`src/rtl/wb_arb_pkg.sv`:
```
// Shared types for the two-master Wishbone arbiter: FSM states and one-hot
// grant encodings used by the top level and the debug grant port.
package wb_arb_pkg;

   typedef enum logic [1:0] {
      IDLE  = 2'd0,
      G0    = 2'd1,
      G1    = 2'd2,
      ABORT = 2'd3
   } arb_state_t;

   localparam logic [1:0] GNT_NONE = 2'b00;
   localparam logic [1:0] GNT_M0   = 2'b01;
   localparam logic [1:0] GNT_M1   = 2'b10;

endpackage

```
`src/rtl/wb_arb_wdog.sv`:
```
// Saturating ack watchdog: counts consecutive stalled strobe cycles and flags
// expiry on the stalled cycle that follows TIMEOUT_CYC-1 earlier ones.
module wb_arb_wdog #(
   parameter int TIMEOUT_CYC = 256,
   parameter int TW          = 9
) (
   input  logic clk_i,
   input  logic rst_n,
   input  logic enable,
   input  logic stall,
   input  logic clear,
   output logic expire
);

   localparam logic [TW-1:0] CNT_LAST = TW'(TIMEOUT_CYC - 1);
   localparam logic [TW-1:0] CNT_SAT  = TW'(TIMEOUT_CYC);

   logic [TW-1:0] cnt_q;

   // NOTE: sequential state is written with non-blocking assignments only, so
   // every flop samples the pre-edge value of every other flop.
   always_ff @(posedge clk_i or negedge rst_n) begin
      if (!rst_n) begin
         cnt_q <= '0;
      end else if (!enable || clear) begin
         cnt_q <= '0;
      end else if (stall && cnt_q != CNT_SAT) begin
         cnt_q <= cnt_q + 1'b1;
      end
   end

   // A cycle carrying ack or err is never stalled, so ack wins on the threshold.
   assign expire = enable && stall && !clear && (cnt_q >= CNT_LAST);

endmodule

```
`src/rtl/wb_arb2.sv`:
```
// Two-master to one-slave Wishbone arbiter: round-robin grant held for the
// whole master cycle, with a watchdog that aborts stalled slave accesses.
module wb_arb2
   import wb_arb_pkg::*;
#(
   parameter int DW          = 32,
   parameter int AW          = 32,
   parameter int TIMEOUT_CYC = 256,
   parameter int TW          = 9
) (
   input  logic          clk_i,
   input  logic          rst_n,
   input  logic [DW-1:0] m0_wbd_dat_i,
   input  logic [AW-1:0] m0_wbd_adr_i,
   input  logic [3:0]    m0_wbd_sel_i,
   input  logic          m0_wbd_we_i,
   input  logic          m0_wbd_cyc_i,
   input  logic          m0_wbd_stb_i,
   output logic [DW-1:0] m0_wbd_dat_o,
   output logic          m0_wbd_ack_o,
   output logic          m0_wbd_err_o,
   input  logic [DW-1:0] m1_wbd_dat_i,
   input  logic [AW-1:0] m1_wbd_adr_i,
   input  logic [3:0]    m1_wbd_sel_i,
   input  logic          m1_wbd_we_i,
   input  logic          m1_wbd_cyc_i,
   input  logic          m1_wbd_stb_i,
   output logic [DW-1:0] m1_wbd_dat_o,
   output logic          m1_wbd_ack_o,
   output logic          m1_wbd_err_o,
   output logic [DW-1:0] s_wbd_dat_o,
   output logic [AW-1:0] s_wbd_adr_o,
   output logic [3:0]    s_wbd_sel_o,
   output logic          s_wbd_we_o,
   output logic          s_wbd_cyc_o,
   output logic          s_wbd_stb_o,
   input  logic [DW-1:0] s_wbd_dat_i,
   input  logic          s_wbd_ack_i,
   input  logic          s_wbd_err_i,
   output logic [1:0]    gnt_o
);

   arb_state_t state_q, state_d;
   logic       last_gnt_q;  // 0: m0 was granted last, 1: m1
   logic       err_pulse_q;
   logic       req0, req1, granted, own_cyc, own_stb, stall, expire;

   assign req0    = m0_wbd_cyc_i && m0_wbd_stb_i;
   assign req1    = m1_wbd_cyc_i && m1_wbd_stb_i;
   assign granted = (state_q == G0) || (state_q == G1);
   assign own_cyc = last_gnt_q ? m1_wbd_cyc_i : m0_wbd_cyc_i;
   assign own_stb = last_gnt_q ? m1_wbd_stb_i : m0_wbd_stb_i;
   assign stall   = granted && own_cyc && own_stb && !s_wbd_ack_i && !s_wbd_err_i;

   wb_arb_wdog #(
      .TIMEOUT_CYC (TIMEOUT_CYC),
      .TW          (TW)
   ) u_wdog (
      .clk_i  (clk_i),
      .rst_n  (rst_n),
      .enable (granted),
      .stall  (stall),
      .clear  (!stall),
      .expire (expire)
   );

   // NOTE: every variable assigned in an always_comb gets a default first, so
   // no path through the block can leave it unassigned and infer a latch.
   always_comb begin
      state_d = state_q;
      case (state_q)
         IDLE: begin
            if (req0 && (!req1 || last_gnt_q)) state_d = G0;
            else if (req1)                     state_d = G1;
         end
         G0: begin
            if (!m0_wbd_cyc_i) state_d = req1 ? G1 : IDLE;
            else if (expire)   state_d = ABORT;
         end
         G1: begin
            if (!m1_wbd_cyc_i) state_d = req0 ? G0 : IDLE;
            else if (expire)   state_d = ABORT;
         end
         ABORT: begin
            if (!own_cyc) begin
               if (last_gnt_q) state_d = req0 ? G0 : IDLE;
               else            state_d = req1 ? G1 : IDLE;
            end
         end
         default: state_d = IDLE;
      endcase
   end

   always_ff @(posedge clk_i or negedge rst_n) begin
      if (!rst_n) begin
         state_q     <= IDLE;
         last_gnt_q  <= 1'b1;
         err_pulse_q <= 1'b0;
      end else begin
         state_q     <= state_d;
         err_pulse_q <= (state_d == ABORT) && (state_q != ABORT);
         if (state_d == G0)      last_gnt_q <= 1'b0;
         else if (state_d == G1) last_gnt_q <= 1'b1;
      end
   end

   // Bus mux decodes only the registered state, so reset clears outputs at once.
   always_comb begin
      s_wbd_dat_o  = '0;
      s_wbd_adr_o  = '0;
      s_wbd_sel_o  = '0;
      s_wbd_we_o   = 1'b0;
      s_wbd_cyc_o  = 1'b0;
      s_wbd_stb_o  = 1'b0;
      m0_wbd_dat_o = '0;
      m0_wbd_ack_o = 1'b0;
      m0_wbd_err_o = 1'b0;
      m1_wbd_dat_o = '0;
      m1_wbd_ack_o = 1'b0;
      m1_wbd_err_o = 1'b0;
      gnt_o        = GNT_NONE;
      case (state_q)
         G0: begin
            s_wbd_dat_o  = m0_wbd_dat_i;
            s_wbd_adr_o  = m0_wbd_adr_i;
            s_wbd_sel_o  = m0_wbd_sel_i;
            s_wbd_we_o   = m0_wbd_we_i;
            s_wbd_cyc_o  = m0_wbd_cyc_i;
            s_wbd_stb_o  = m0_wbd_stb_i;
            m0_wbd_dat_o = s_wbd_dat_i;
            m0_wbd_ack_o = s_wbd_ack_i;
            m0_wbd_err_o = s_wbd_err_i;
            gnt_o        = GNT_M0;
         end
         G1: begin
            s_wbd_dat_o  = m1_wbd_dat_i;
            s_wbd_adr_o  = m1_wbd_adr_i;
            s_wbd_sel_o  = m1_wbd_sel_i;
            s_wbd_we_o   = m1_wbd_we_i;
            s_wbd_cyc_o  = m1_wbd_cyc_i;
            s_wbd_stb_o  = m1_wbd_stb_i;
            m1_wbd_dat_o = s_wbd_dat_i;
            m1_wbd_ack_o = s_wbd_ack_i;
            m1_wbd_err_o = s_wbd_err_i;
            gnt_o        = GNT_M1;
         end
         ABORT: begin
            if (last_gnt_q) begin
               m1_wbd_err_o = err_pulse_q;
               gnt_o        = GNT_M1;
            end else begin
               m0_wbd_err_o = err_pulse_q;
               gnt_o        = GNT_M0;
            end
         end
         default: ;
      endcase
   end

endmodule

```
`config.mk`:
```
export PLATFORM = sky130hd
export DESIGN_NAME = wb_arb2
export DESIGN_NICKNAME = d
export VERILOG_FILES = /design/src/rtl/wb_arb_pkg.sv /design/src/rtl/wb_arb_wdog.sv /design/src/rtl/wb_arb2.sv
export SDC_FILE = /design/constraint.sdc
export NUM_CORES = 1
export LEC_CHECK = 0
export CORE_AREA = 2 2 124 126
export CTS_BUF_LIST = sky130_fd_sc_hd__clkbuf_16
export CTS_CLUSTER_SIZE = 24
export DETAILED_ROUTE_END_ITERATION = 8
export DIE_AREA = 0 0 126 128
export GPL_TIMING_DRIVEN = 0
export PLACE_DENSITY = 0.61
export SYNTH_ARGS = -nofsm -noshare
export SYNTH_HDL_FRONTEND = slang
export SYNTH_HIERARCHICAL = 1
export SYNTH_SLANG_ARGS = --single-unit
```
`constraint.sdc`:
```
create_clock -name clk_i -period 3 [get_ports clk_i]
set_input_delay 0.3 -clock clk_i [delete_from_list [all_inputs] [get_ports clk_i]]
set_output_delay 0.3 -clock clk_i [all_outputs]
set_load 0.02 [all_outputs]
```
==> summary.txt <==
Clocking
  • Buffer cell driving the clock tree root: clkbuf_16
  • CTS tree: done
  • TritonCTS sink count: 13
  • Largest buffer count on any clock path: 2
  • Total CTS buffers: 3
  • Clock-pin slew on the worst setup and hold paths: 0.05 ns
  • Level count of the clock H-tree: 1
  • Clock latency on the worst-skew pair: 0.24 ns

Logic synthesis
  • Post-synth EDFFs: 0
  • Synthesized flop and latch total: 13
  • Count of mapped cells out of synthesis: 351
  • Sequential area share after synthesis: 0.131
  • Synth Flop Type: dfrtp_1
  • Warning count from the yosys run: 6
  • Average cell area after synthesis: 7.10 sq um
  • Net count after synthesis: 537
  • Post-synth cell types: 40
  • Synthesized area: 2490 sq um
  • Post-synthesis async set-or-reset flop share: 1.00

Hold path
  • Hold/Removal Path Class: in2async

Critical path
  • Arrival time reported for the critical path endpoint: 3.02 ns
  • Element type at the critical path start: register
  • Worst setup path class: reg2reg
  • Worst path required time: 3.16 ns
  • Worst-path maximum fanout: 10
  • Worst Setup End Kind: register

Routing
  • Drt drc: 0
  • Antenna viol nets, final: 0
  • Total number of vias: 3861
  • Via count normalized by instance count: 4.46
  • DR iter-0 viols: 160
  • Drt wl/cell: 17.4 um
  • Wire length reported by the detailed router: 15100 um
  • Drt pass-1 iters: 4

Place
  • Final Wtd Congestion: 0.852
  • Cell total after placement: 856
  • HPWL after detailed placement: 12600 um
  • Worst-case setup slack after placement: -0.683 ns
  • I/O Buffers: 317

Layout
  • Non-filler instance count after layout: 866
  • Antenna Diode Count: 0
  • Proportion of layout cells with a drive suffix above 1: 0.0531
  • Growth of design area from synthesis to finish: 143%
  • Net count of the finished layout: 865

Timing
  • Finish-stage setup viols: 0
  • Clock period minus final worst setup slack: 2.86 ns
  • Relative slew slack: 0.616
  • Setup repair after global routing missed its margin: true
  • Max Freq: 350 MHz
  • Final Slew Violations: 0
  • Hold Violations, Final: 0
  • Worst-Margin Slew: 0.574 ns
  • Post-route clock skew: 0.00456 ns
  • Fin worst setup slack: 0.144 ns
  • Final cycle utilization of the critical path: 0.952

Floorplanning
  • Core region area: 14900 sq um
  • Die footprint: 16100 sq um
  • Initial core utilization: 0.168
  • Core Rows: 45
  • Horizontal extent of the die: 126 um
  • Die outline height: 128 um
  • I/O pins: 319

Power and ir drop
  • Power density normalized to cell area: 846 nW/um^2
  • Maximum vdd drop: 0.000527 V
  • Leakage dissipation: 2.18 nW

Global routing
  • Global-route wire length before repair: 21900 um
  • Number of global-route vias before repair: 3717
  • Overall Global Routing Usage: 0.169
  • Number of antenna violations at the first check in global routing: 0
  • Total grt overflow: 0
  • Pin count of the biggest net entering global routing: 14

Status
  • Outcome: completed

Flow run
  • Max Cap Viol: 0
[what timing repair did]
action                                  CTS  global route
pin swaps                                 0             1
endpoints found under the setup margin   81            33
hold buffers                              0             0
buffers inserted                          0             6
resized for setup                        15             5
[cells by family after synthesis]
group / count (synthesis) / share of synthesized area
AO/OA/AOI/OAI: 104 / 0.313
XOR/XNOR: 2 / 0.00703
adder cells (fa/ha/maj): 8 / 0.0402
buffers and inverters: 48 / 0.0803
flip-flops: 13 / 0.131
multiplexers: 1 / 0.00402
AND/OR/NAND/NOR: 175 / 0.424
[flip-flops by register name, summed over array words and instances, names as in the netlist]
| register | count |
|---|---|
| last_gnt_q | 1 |
| err_pulse_q | 1 |
| u_wdog/cnt_q | 9 |
| state_q | 2 |
[metrics by stage]
stage	hold WS (ns)	total power [mW]	TNS, ns	area (sq um)	util
floorplan	0.00441	2.68	0	2490	-
CTS	0.461	5.11	0	6010	0.404
finish	0.431	5.13	0	6060	0.408
detailed placement	0.580	4.78	-3.73	5900	0.397
global route	0.499	5.50	-0.0479	6060	0.408
global placement	0.565	4.74	-2.95	5900	0.397
[synthesized netlist by cell type, types with 2 or more instances]
| master | number | area [sq um] |
|---|---|---|
| nand3b_1 | 2 | 15.0 |
| or3_1 | 4 | 25.0 |
| a21boi_0 | 2 | 15.0 |
| o21bai_1 | 2 | 15.0 |
| o32ai_1 | 2 | 17.5 |
| inv_1 | 13 | 48.8 |
| nor3_1 | 2 | 10.0 |
| a22oi_1 | 70 | 526 |
| buf_2 | 10 | 50.1 |
| ha_1 | 8 | 100 |
| nand4_1 | 3 | 18.8 |
| a21oi_1 | 7 | 35.0 |
| o2111ai_1 | 2 | 17.5 |
| dfrtp_1 | 12 | 300 |
| nand2_1 | 12 | 45.0 |
| and2_1 | 66 | 413 |
| nand3_1 | 5 | 25.0 |
| nor2_1 | 5 | 18.8 |
| clkbuf_1 | 23 | 86.3 |
| xor2_1 | 2 | 17.5 |
| nor2b_1 | 72 | 450 |
| o21ai_0 | 9 | 45.0 |
[critical path, stage by stage (launching register included)]
cell,delay [ns]
dfrtp_2,0.39
inv_1,0.08
ha_1,0.34
buf_4,0.20
clkbuf_8,0.19
nand3_2,0.09
inv_1,0.04
buf_2,0.16
o311a_1,0.15
nor2_1,0.10
o32ai_1,0.09
o32ai_2,0.37
inv_1,0.08
ha_1,0.30
nor2_1,0.04
a31oi_1,0.15
[report_power, final]
| group | internal (mW) | total, mW | switching, mW |
|---|---|---|---|
| Sequential | 0.207 | 0.234 | 0.0273 |
| Clock | 0.175 | 0.245 | 0.0696 |
| Combinational | 2.23 | 4.65 | 2.42 |
[final cells by class]
type                    count  area, sq um
flip-flops and latches     13          329
multi-input cells         290         1980
repair buffers            323         3220
plain buffers              35          174
clock inverters             1         3.75
clock buffers               3         75.1
well taps                 188          235
inverters                  13         48.8
fillers                  1496         8800
[path summary, 6_finish.rpt]
kind	start	endpoint	slack [ns]	cells after the start
max in group asynchronous	rst_n	state_q[1]	2.15	1
worst max register to register	state_q[0]	last_gnt_q	0.14	15
worst max-delay path	state_q[0]	last_gnt_q	0.14	15
worst min register to register	u_wdog/cnt_q[7]	u_wdog/cnt_q[7]	0.58	2
min in group clk_i	m0_wbd_cyc_i	state_q[0]	0.54	4
worst min-delay path	rst_n	u_wdog/cnt_q[7]	0.43	1
[placed cells by master, fill, tap and decap left out, types with 8 or more instances in the layout]
master / instances
and2_1: 66
nor2b_1: 70
clkdlybuf4s50_1: 315
ha_1: 8
buf_4: 10
a22oi_1: 70
dfrtp_1: 10
o21ai_0: 9
nand2_1: 12
inv_1: 13
clkbuf_1: 20
[routing by layer]
| layer | vias to the layer above | GRT usage | wire (um) | share of wire |
|---|---|---|---|---|
| li1 | 1895 | - | - | - |
| met1 | 1811 | 0.219 | 6340 | 0.42 |
| met2 | 147 | 0.307 | 7840 | 0.52 |
| met3 | 8 | 0.0230 | 789 | 0.052 |
| met4 | 0 | 0.0181 | 88 | 0.0058 |
| met5 | - | 0 | 0 | 0 |
Note: power is estimated with default switching activity, not from simulation.
